<file path="src/rtl/alien_bombs_pkg.sv">
// Shared types and geometry for the alien bomb engine.
package alien_bombs_pkg;

   localparam int unsigned SCREEN_W     = 10;
   localparam int unsigned EXT_W        = SCREEN_W + 1;
   localparam int unsigned BOMB_W_UNITS = 1;
   localparam int unsigned BOMB_H_UNITS = 3;

   typedef logic [SCREEN_W-1:0] coord_t;
   typedef logic [EXT_W-1:0]    ext_t;

   typedef struct packed {
      logic   active;
      logic   hit;
      coord_t x;
      coord_t y;
   } bomb_slot_t;

endpackage

</file>
<file path="src/rtl/alien_bombs_bomb_slot.sv">
// One bomb slot: position register, per-frame move/retire, rectangle test and sticky hit latch.
module alien_bombs_bomb_slot
   import alien_bombs_pkg::*;
#(
   parameter int unsigned LOWER_BORDER = 480,
   parameter int unsigned SCALING      = 4,
   parameter int unsigned BOMB_SPEED   = 3
) (
   input  logic                clk,
   input  logic                reset,
   input  logic                tick,
   input  logic                load,
   input  logic [SCREEN_W-1:0] load_x,
   input  logic [SCREEN_W-1:0] load_y,
   input  logic [SCREEN_W-1:0] hpos,
   input  logic [SCREEN_W-1:0] vpos,
   input  logic                cannon_gfx,
   output logic                active,
   output logic                hit,
   output logic                covers
);

   localparam int unsigned W_PX = SCALING * BOMB_W_UNITS;
   localparam int unsigned H_PX = SCALING * BOMB_H_UNITS;

   bomb_slot_t slot_q, slot_d;
   ext_t       x_ext, y_ext, h_ext, v_ext, x_end, y_end, y_next;
   logic       bottom, collide;

   // Extra bit keeps the bounds and the bottom test free of 10-bit wrap.
   assign x_ext  = {1'b0, slot_q.x};
   assign y_ext  = {1'b0, slot_q.y};
   assign h_ext  = {1'b0, hpos};
   assign v_ext  = {1'b0, vpos};
   assign x_end  = x_ext + ext_t'(W_PX);
   assign y_end  = y_ext + ext_t'(H_PX);
   assign y_next = y_ext + ext_t'(BOMB_SPEED);
   assign bottom = y_next > ext_t'(LOWER_BORDER);

   assign covers  = slot_q.active && (h_ext >= x_ext) && (h_ext < x_end)
                    && (v_ext >= y_ext) && (v_ext < y_end);
   assign collide = covers && cannon_gfx;

   always_comb begin
      slot_d = slot_q;
      if (tick) begin
         if (slot_q.active) begin
            if (slot_q.hit || bottom) begin
               slot_d.active = 1'b0;
               slot_d.hit    = 1'b0;
            end else begin
               slot_d.y   = y_next[SCREEN_W-1:0];
               // Overlap seen during the tick cycle is reported at the next tick.
               slot_d.hit = collide;
            end
         end
      end else if (load) begin
         slot_d.active = 1'b1;
         slot_d.hit    = 1'b0;
         slot_d.x      = load_x;
         slot_d.y      = load_y;
      end else if (collide) begin
         slot_d.hit = 1'b1;
      end
   end

   always_ff @(posedge clk or posedge reset) begin
      if (reset) begin
         slot_q <= '0;
      end else begin
         slot_q <= slot_d;
      end
   end

   assign active = slot_q.active;
   assign hit    = slot_q.hit;

endmodule

</file>
<file path="src/rtl/alien_bombs.sv">
// Alien bomb engine: frame tick detect, drop cooldown, free-slot allocation and output merge.
module alien_bombs
   import alien_bombs_pkg::*;
#(
   parameter int unsigned NUM_BOMBS       = 3,
   parameter int unsigned LOWER_BORDER    = 480,
   parameter int unsigned SCALING         = 4,
   parameter int unsigned BOMB_SPEED      = 3,
   parameter int unsigned COOLDOWN_FRAMES = 20
) (
   input  logic                 clk,
   input  logic                 reset,
   input  logic                 vsync,
   input  logic [SCREEN_W-1:0]  hpos,
   input  logic [SCREEN_W-1:0]  vpos,
   input  logic                 drop_req,
   input  logic [SCREEN_W-1:0]  drop_x,
   input  logic [SCREEN_W-1:0]  drop_y,
   output logic                 drop_ack,
   input  logic                 cannon_gfx,
   output logic                 cannon_hit,
   output logic                 bomb_gfx,
   output logic [NUM_BOMBS-1:0] bombs_active
);

   localparam int unsigned CD_W = $clog2(COOLDOWN_FRAMES + 1);

   logic                 vsync_q, tick, accept, drop_ack_q, found;
   logic [CD_W-1:0]      cooldown_q, cooldown_d;
   logic [NUM_BOMBS-1:0] active, hit, covers, load;

   assign tick   = vsync & ~vsync_q;
   assign accept = drop_req && !tick && (cooldown_q == '0) && !(&active);

   // Lowest-index free slot takes the drop.
   always_comb begin
      load  = '0;
      found = 1'b0;
      for (int i = 0; i < NUM_BOMBS; i++) begin
         if (!active[i] && !found) begin
            load[i] = accept;
            found   = 1'b1;
         end
      end
   end

   always_comb begin
      cooldown_d = cooldown_q;
      if (tick) begin
         if (cooldown_q != '0) begin
            cooldown_d = cooldown_q - CD_W'(1);
         end
      end else if (accept) begin
         cooldown_d = CD_W'(COOLDOWN_FRAMES);
      end
   end

   always_ff @(posedge clk or posedge reset) begin
      if (reset) begin
         vsync_q    <= 1'b0;
         cooldown_q <= '0;
         drop_ack_q <= 1'b0;
      end else begin
         vsync_q    <= vsync;
         cooldown_q <= cooldown_d;
         drop_ack_q <= accept;
      end
   end

   for (genvar g = 0; g < NUM_BOMBS; g++) begin : g_slot
      alien_bombs_bomb_slot #(
         .LOWER_BORDER (LOWER_BORDER),
         .SCALING      (SCALING),
         .BOMB_SPEED   (BOMB_SPEED)
      ) u_slot (
         .clk        (clk),
         .reset      (reset),
         .tick       (tick),
         .load       (load[g]),
         .load_x     (drop_x),
         .load_y     (drop_y),
         .hpos       (hpos),
         .vpos       (vpos),
         .cannon_gfx (cannon_gfx),
         .active     (active[g]),
         .hit        (hit[g]),
         .covers     (covers[g])
      );
   end

   assign drop_ack     = drop_ack_q;
   assign cannon_hit   = tick & (|hit);
   assign bomb_gfx     = |covers;
   assign bombs_active = active;

endmodule

</file>
<file path="config.mk">
export PLATFORM = sky130hd
export DESIGN_NAME = alien_bombs
export DESIGN_NICKNAME = d
export VERILOG_FILES = /design/src/rtl/alien_bombs_pkg.sv /design/src/rtl/alien_bombs_bomb_slot.sv /design/src/rtl/alien_bombs.sv
export SDC_FILE = /design/constraint.sdc
export NUM_CORES = 1
export LEC_CHECK = 0
export BUFFER_PORTS_ARGS = -buffer_cell sky130_fd_sc_hd__buf_2
export CORE_AREA = 3 3 159 122
export CTS_CLUSTER_DIAMETER = 60
export DETAILED_ROUTE_END_ITERATION = 8
export DIE_AREA = 0 0 162 125
export SLEW_MARGIN = 40
export SYNTH_ARGS = -nofsm -noshare
export SYNTH_HDL_FRONTEND = slang
export SYNTH_HIERARCHICAL = 1
export SYNTH_SLANG_ARGS = --single-unit
</file>
<file path="constraint.sdc">
create_clock -name clk -period 3.6 [get_ports clk]
set_clock_uncertainty 0.1 [all_clocks]
set_input_delay 0.18 -clock clk [delete_from_list [all_inputs] [get_ports clk]]
set_output_delay 0.18 -clock clk [all_outputs]
set_load 0.01 [all_outputs]
</file>
After elaboration in Yosys (flattened, before gate mapping). Index checks and enable logic that the tools add are counted.

Register bits: 73. Bits in latches: 0. Memory bits (read-only): 0. Output and inout bits: 6. Bits in writable memories: 0. Memories kept: 0.

$mul: 0. Shift-type cells: 0. Mux-type cells: 41. Add/subtract/negate cells: 10. Reductions and logical operators: 50. Bitwise gates (word level): 4. Div/mod/pow operators: 0. Eq/ne operators: 7. $lt $le $gt $ge: 15.

Operators by type and width (count): $mux W10 (12); $lt A10 B11 Y1 (6); $ge A10 B10 Y1 (6); $add A10 B2 Y11 const B (3); $add A10 B3 Y11 const B (3); $add A10 B4 Y11 const B (3); $gt A11 B9 Y1 const B (3); $logic_and A1 B1 Y1 (20); $mux W1 (20); $mux W5 (3); $reduce_and A2 Y1 (7); $mux W2 (6); $reduce_and A3 Y1 (4); $reduce_bool A3 Y1 (3); $ne A2 B1 Y1 const B (4); $reduce_bool A2 Y1 (4); $ne A2 B2 Y1 const B (3); $reduce_or A3 Y1 (2); $logic_not A1 Y1 (5); $logic_not A5 Y1 (1); $reduce_bool A5 Y1 (1); $sub A5 B1 Y5 const B (1); $logic_or A1 B1 Y1 (3); $and A1 B1 Y1 (2); $not A1 Y1 (2).

Depth between registers and ports, before layout.
Depth after elaboration: 9. Mapped depth: 13. Gate-level depth less buffers: 13.

Hierarchy. Netlist, hierarchy kept.

Modules (own cells, without submodules): alien_bombs_bomb_slot (g_slot[0].u_slot) (cells an instance 292, area an instance 2433.6 µm², times used 1); alien_bombs_bomb_slot (g_slot[1].u_slot) (cells an instance 272, area an instance 2343.5 µm², times used 1); alien_bombs_bomb_slot (g_slot[2].u_slot) (cells an instance 273, area an instance 2282.2 µm², times used 1); alien_bombs (cells an instance 43, area an instance 416.6 µm², times used 1).

Least setup slack after synthesis. OpenSTA, ideal clock, no wires.

Path type: flip-flop to output port. From: register g_slot[1].u_slot/slot_q[2] (netlist name). To: output bomb_gfx. Cell stages (with the launch flop): 13. Path slack: 0.791 ns. Required time: 3.320 ns. Arrival: 2.529 ns. Path through: dfrtp_1 -> inv_1 -> ha_1 -> nor2b_1 -> nand4_1 -> xnor2_1 -> ha_1 -> a21o_1 -> a21oi_1 -> a31oi_1 -> a2111oi_0 -> and4b_1 -> or3_1.

Longest elaborated chain between the ends: 4.

RTL lines: start, declared (line alien_bombs_bomb_slot.sv:26) `bomb_slot_t slot_q, slot_d;`; start signal, assigned (line alien_bombs_bomb_slot.sv:71) `slot_q <= slot_d;`; $add A10 B4 Y11 or $ge A10 B10 Y1 (tied branches) (line alien_bombs_bomb_slot.sv:36, alien_bombs_bomb_slot.sv:41); $lt A10 B11 Y1 or $logic_and A1 B1 Y1 (tied branches) (line alien_bombs_bomb_slot.sv:41) `&& (v_ext >= y_ext) && (v_ext < y_end);`; $logic_and A1 B1 Y1 * (line alien_bombs_bomb_slot.sv:41); named net covers[1] (line alien_bombs.sv:30) `logic [NUM_BOMBS-1:0] active, hit, covers, load;`; $reduce_or A3 Y1 * (line alien_bombs.sv:93) `assign bomb_gfx = |covers;`; end, declared (line alien_bombs.sv:22) `output logic bomb_gfx,`.

The timed path passes the listed nets; every way through them passes the cells marked *.

Worst setup path after layout.
From: register g_slot[0].u_slot/slot_q[4] (netlist name). To: output bomb_gfx.

Longest elaborated chain between the ends: 4.

RTL lines (line): start, declared (alien_bombs_bomb_slot.sv:26); start signal, assigned (alien_bombs_bomb_slot.sv:71); $add A10 B4 Y11 or $ge A10 B10 Y1 (tied branches) (alien_bombs_bomb_slot.sv:36, alien_bombs_bomb_slot.sv:41); $lt A10 B11 Y1 or $logic_and A1 B1 Y1 (tied branches) (alien_bombs_bomb_slot.sv:41); $logic_and A1 B1 Y1 * (alien_bombs_bomb_slot.sv:41); named net covers[0] (alien_bombs.sv:30); $reduce_or A3 Y1 * (alien_bombs.sv:93).

Marked as above.

==> flow_metrics.env <==
export IMPL_final_layout_size_suffix_gt1_share_pct=12.6
export IMPL_die_area_um2=20300
export IMPL_timing_critical_path_to_type="primary output"
export IMPL_timing_critical_path_cells="and3_1, o21ai_0, nor2_1, xnor2_1, ha_1, o2111ai_1, a211o_1, nand4_1, nor2_1, or3_1, buf_2"
export IMPL_setup_viol=0
export IMPL_route_detailed_wl_per_inst_um=18.5
export IMPL_route_final_wire_length_um=21800
export IMPL_stdcell_count=1181
export IMPL_final_min_period_over_clock_period_pct=95.2
export IMPL_synthesis_yosys_warnings=6
export IMPL_drtAntennaViolNets=0
export IMPL_clock_sink_count=73
export IMPL_fmax_mhz=292
export IMPL_worst_path_dominant_cell_family="simple AND/OR/NAND/NOR gates"
export IMPL_grt_max_degree=54
export IMPL_timing_critical_path_required_ps=3320
export IMPL_synth_async_sr_flop_share_pct=100
export IMPL_synth_yosys_seq_area_share_pct=24.4
export IMPL_syn_mean_instance_area_um2=8.50
export IMPL_ctsLongestPathBuffers=2
export IMPL_h_tree_depth=3
export IMPL_first_global_vias=6490
export IMPL_power_frac_seq_pct=28.1
export IMPL_clock_insertion_delay_worst_skew_ps=350
export IMPL_grt_usage_pct=21.9
export IMPL_pwr_share_comb_pct=52.4
export IMPL_irDropWorstVdd_v=0.000231
export IMPL_ys_seq_elements=73
export IMPL_p_int_mw=2.90
export IMPL_rsz0062_at_grt="false"
export IMPL_die_w_um=162
export IMPL_antenna_found_initial=1
export IMPL_design_portCount=51
export IMPL_dp_final_hpwl_um=17200
export IMPL_viasPerCell=5.75
export IMPL_synth_edf_count=0
export IMPL_finalCriticalPeriod_ps=3430
export IMPL_path_class="reg2out"
export IMPL_power_net_switching_mw=2.20
export IMPL_area_delta_synth_final_pct=12.2
export IMPL_cp_num_buf_inv=1
export IMPL_globalRouteOverflowTotal=0
export IMPL_root_buffer="sky130_fd_sc_hd__clkbuf_16"
export IMPL_ys_dominant_reg_cell="sky130_fd_sc_hd__dfrtp_1"
export IMPL_drt_pass1_iterations=6
export IMPL_postSynthCellCount=880
export IMPL_vias=6796
export IMPL_fp_row_count=42
export IMPL_report_final_hold_viol_count=0
export IMPL_globalplace_congestion=0.869
export IMPL_detailed_router_s_first_iteration_violation_count=642
export IMPL_run_status="finished, final reports clean"
export IMPL_crit_fanout=11
export IMPL_grt_first_pass_wirelength_um=35400
export IMPL_worst_path_most_repeated_cell="sky130_fd_sc_hd__nor2_1"
export IMPL_final_max_slew_violation_count=0
export IMPL_timing_worst_slew_pin_value_ps=666
export IMPL_hold_slack_ps=22.1
export IMPL_drc=0
export IMPL_cts_tree="built"
export IMPL_cell_count_after_placement=1158
export IMPL_core_region_area_um2=17800
export IMPL_cts_buffers_inserted=9
export IMPL_worstSetupStartpointType="flip-flop"
export IMPL_num_antenna_cells=0
export IMPL_fill_cells=1793
export IMPL_worst_path_max_delay_cell="sky130_fd_sc_hd__dfrtp_1"
export IMPL_p_leak_nw=3.79
export IMPL_hp_class="in2reg"
export IMPL_drv_cap=0
export IMPL_syn_nets=1049
export IMPL_switching_power_share_of_the_total_pct=43.1
export IMPL_timing_critical_path_arrival_ps=3150
export IMPL_io_buffer_count=50
export IMPL_power_density_nw_per_um2=608
export IMPL_initial_core_util_pct=42.1
export IMPL_cpPeakStageDelay_ps=600
export IMPL_timing_setup_tns_ps=0
export IMPL_max_slew_margin_rel_pct=55.6
export IMPL_layout_nets=1104
export IMPL_post_synth_design_cell_area_um2=7480
export IMPL_y_dimension_of_the_die_um=125
export IMPL_yosys_cell_types_count=83
export IMPL_path_clk_slew_ps=60
export IMPL_postLayoutCoreUtil_pct=47.2
export IMPL_clockPowerShare_pct=19.6
-- timing repair --
action | CTS | global route
setup endpoints to repair | 1 | 1
resized for setup | 1 | 7
hold endpoints to repair | 84 | 0
pin swaps | 0 | 1
buffers inserted | 0 | 0
hold buffers | 8 | 0
-- synthesized netlist by cell type (all sizes together), types with 8 or more instances --
| master | number | area share [%] |
|---|---|---|
| ha | 124 | 21 |
| inv | 82 | 4.1 |
| nand2 | 82 | 4.1 |
| dfrtp | 73 | 24 |
| o21ai | 58 | 4.1 |
| a21oi | 57 | 3.9 |
| nor2 | 42 | 2.1 |
| xnor2 | 40 | 4.7 |
| nand3 | 38 | 2.7 |
| nor3 | 26 | 1.8 |
| buf | 17 | 1.8 |
| nand4 | 16 | 1.3 |
| clkbuf | 15 | 0.90 |
| a21o | 14 | 1.4 |
| a211oi | 11 | 1.1 |
| nor2b | 11 | 0.92 |
| o211ai | 11 | 1.1 |
| o21a | 10 | 1.0 |
| nand2b | 9 | 0.75 |
| o22ai | 9 | 0.75 |
| a2111oi | 8 | 1.2 |
| o2111ai | 8 | 0.94 |
-- worst reg2reg max path, cell delays in order (launching register included) --
cell	delay [ps]
sky130_fd_sc_hd__dfrtp_1	600
sky130_fd_sc_hd__nand3_2	110
sky130_fd_sc_hd__or4_1	540
sky130_fd_sc_hd__xnor2_1	150
sky130_fd_sc_hd__or4_1	840
sky130_fd_sc_hd__or3_1	460
sky130_fd_sc_hd__o311ai_1	100
-- through the flow --
stage	power (mW)	instance area [um2]	setup WS [ps]
after floorplan	3.41	7480	791
after global placement	4.02	7970	427
after detailed placement	4.06	7970	331
after CTS	5.10	8370	47.0
after global routing	5.63	8390	16.9
final	5.10	8390	172
-- per-layer routing --
metal	global-route usage (%)	up-vias	wire [um]
met5	0	-	8
met4	4.81	2	275
met3	4.70	23	1490
met2	31.6	198	9080
met1	33.3	3223	11000
li1	-	3350	-
-- cell usage in the layout, fill, tap and decap left out, drive strengths merged, types with 14 or more instances in the layout --
| cell | instances |
|---|---|
| nor3 | 26 |
| nand2 | 82 |
| buf | 69 |
| o21ai | 58 |
| dfrtp | 73 |
| nand3 | 38 |
| ha | 124 |
| a21o | 14 |
| xnor2 | 40 |
| a21oi | 57 |
| inv | 82 |
| nor2 | 42 |
| nand4 | 16 |
-- sequential cells by signal, indices dropped and copies added (netlist names) --
register,count
cooldown_q,5
drop_ack,1
g_slot.u_slot/active,3
g_slot.u_slot/hit,3
g_slot.u_slot/slot_q,60
vsync_q,1
-- cells by family (layout without fill, tap and decap cells) --
logic type / count (synthesis) / count (layout) / synth area share, %
buffers and inverters: 116 / 175 / 7.03
adder cells (fa/ha/maj): 124 / 124 / 20.8
XOR/XNOR: 45 / 45 / 5.27
flip-flops: 73 / 73 / 24.4
AND/OR/NAND/NOR: 273 / 273 / 19.0
multiplexers: 7 / 7 / 0.954
AO/OA/AOI/OAI: 242 / 242 / 22.6
-- power groups by stage --
stage          Combinational (mW)  Clock (mW)  Sequential (mW)
6_report                     2.67       0.998             1.43
5_1_grt                      3.09        1.06             1.48
4_1_cts                      2.65        1.03             1.42
3_5_place_dp                 2.63           0             1.43
3_3_place_gp                 2.59           0             1.44
2_1_floorplan                2.14           0             1.27
-- path summary, 6_finish.rpt --
path / from / end / slack (ps) / depth (start not counted)
max: g_slot[0].u_slot/slot_q[4] / bomb_gfx / 170 / 11
min: drop_x[8] / g_slot[0].u_slot/slot_q[18] / 20 / 3
max reg2reg: g_slot[0].u_slot/slot_q[4] / g_slot[0].u_slot/slot_q[4] / 580 / 6
min reg2reg: g_slot[1].u_slot/slot_q[10] / g_slot[1].u_slot/slot_q[10] / 400 / 2
max in group asynchronous: reset / g_slot[1].u_slot/slot_q[3] / 2590 / 3
min in group asynchronous: reset / vsync_q / 270 / 3
-- cell type report --
cell class | instances | area (um2) | share of cell area, %
sequential | 73 | 1830 | 21.8
clock buffer | 10 | 239 | 2.85
clock inverter | 5 | 80.1 | 0.955
tap | 242 | 303 | 3.61
timing repair buffer | 77 | 485 | 5.79
multi-input combinational | 691 | 5140 | 61.3
inverter | 83 | 312 | 3.71
Power figures use the tool's default switching activity.
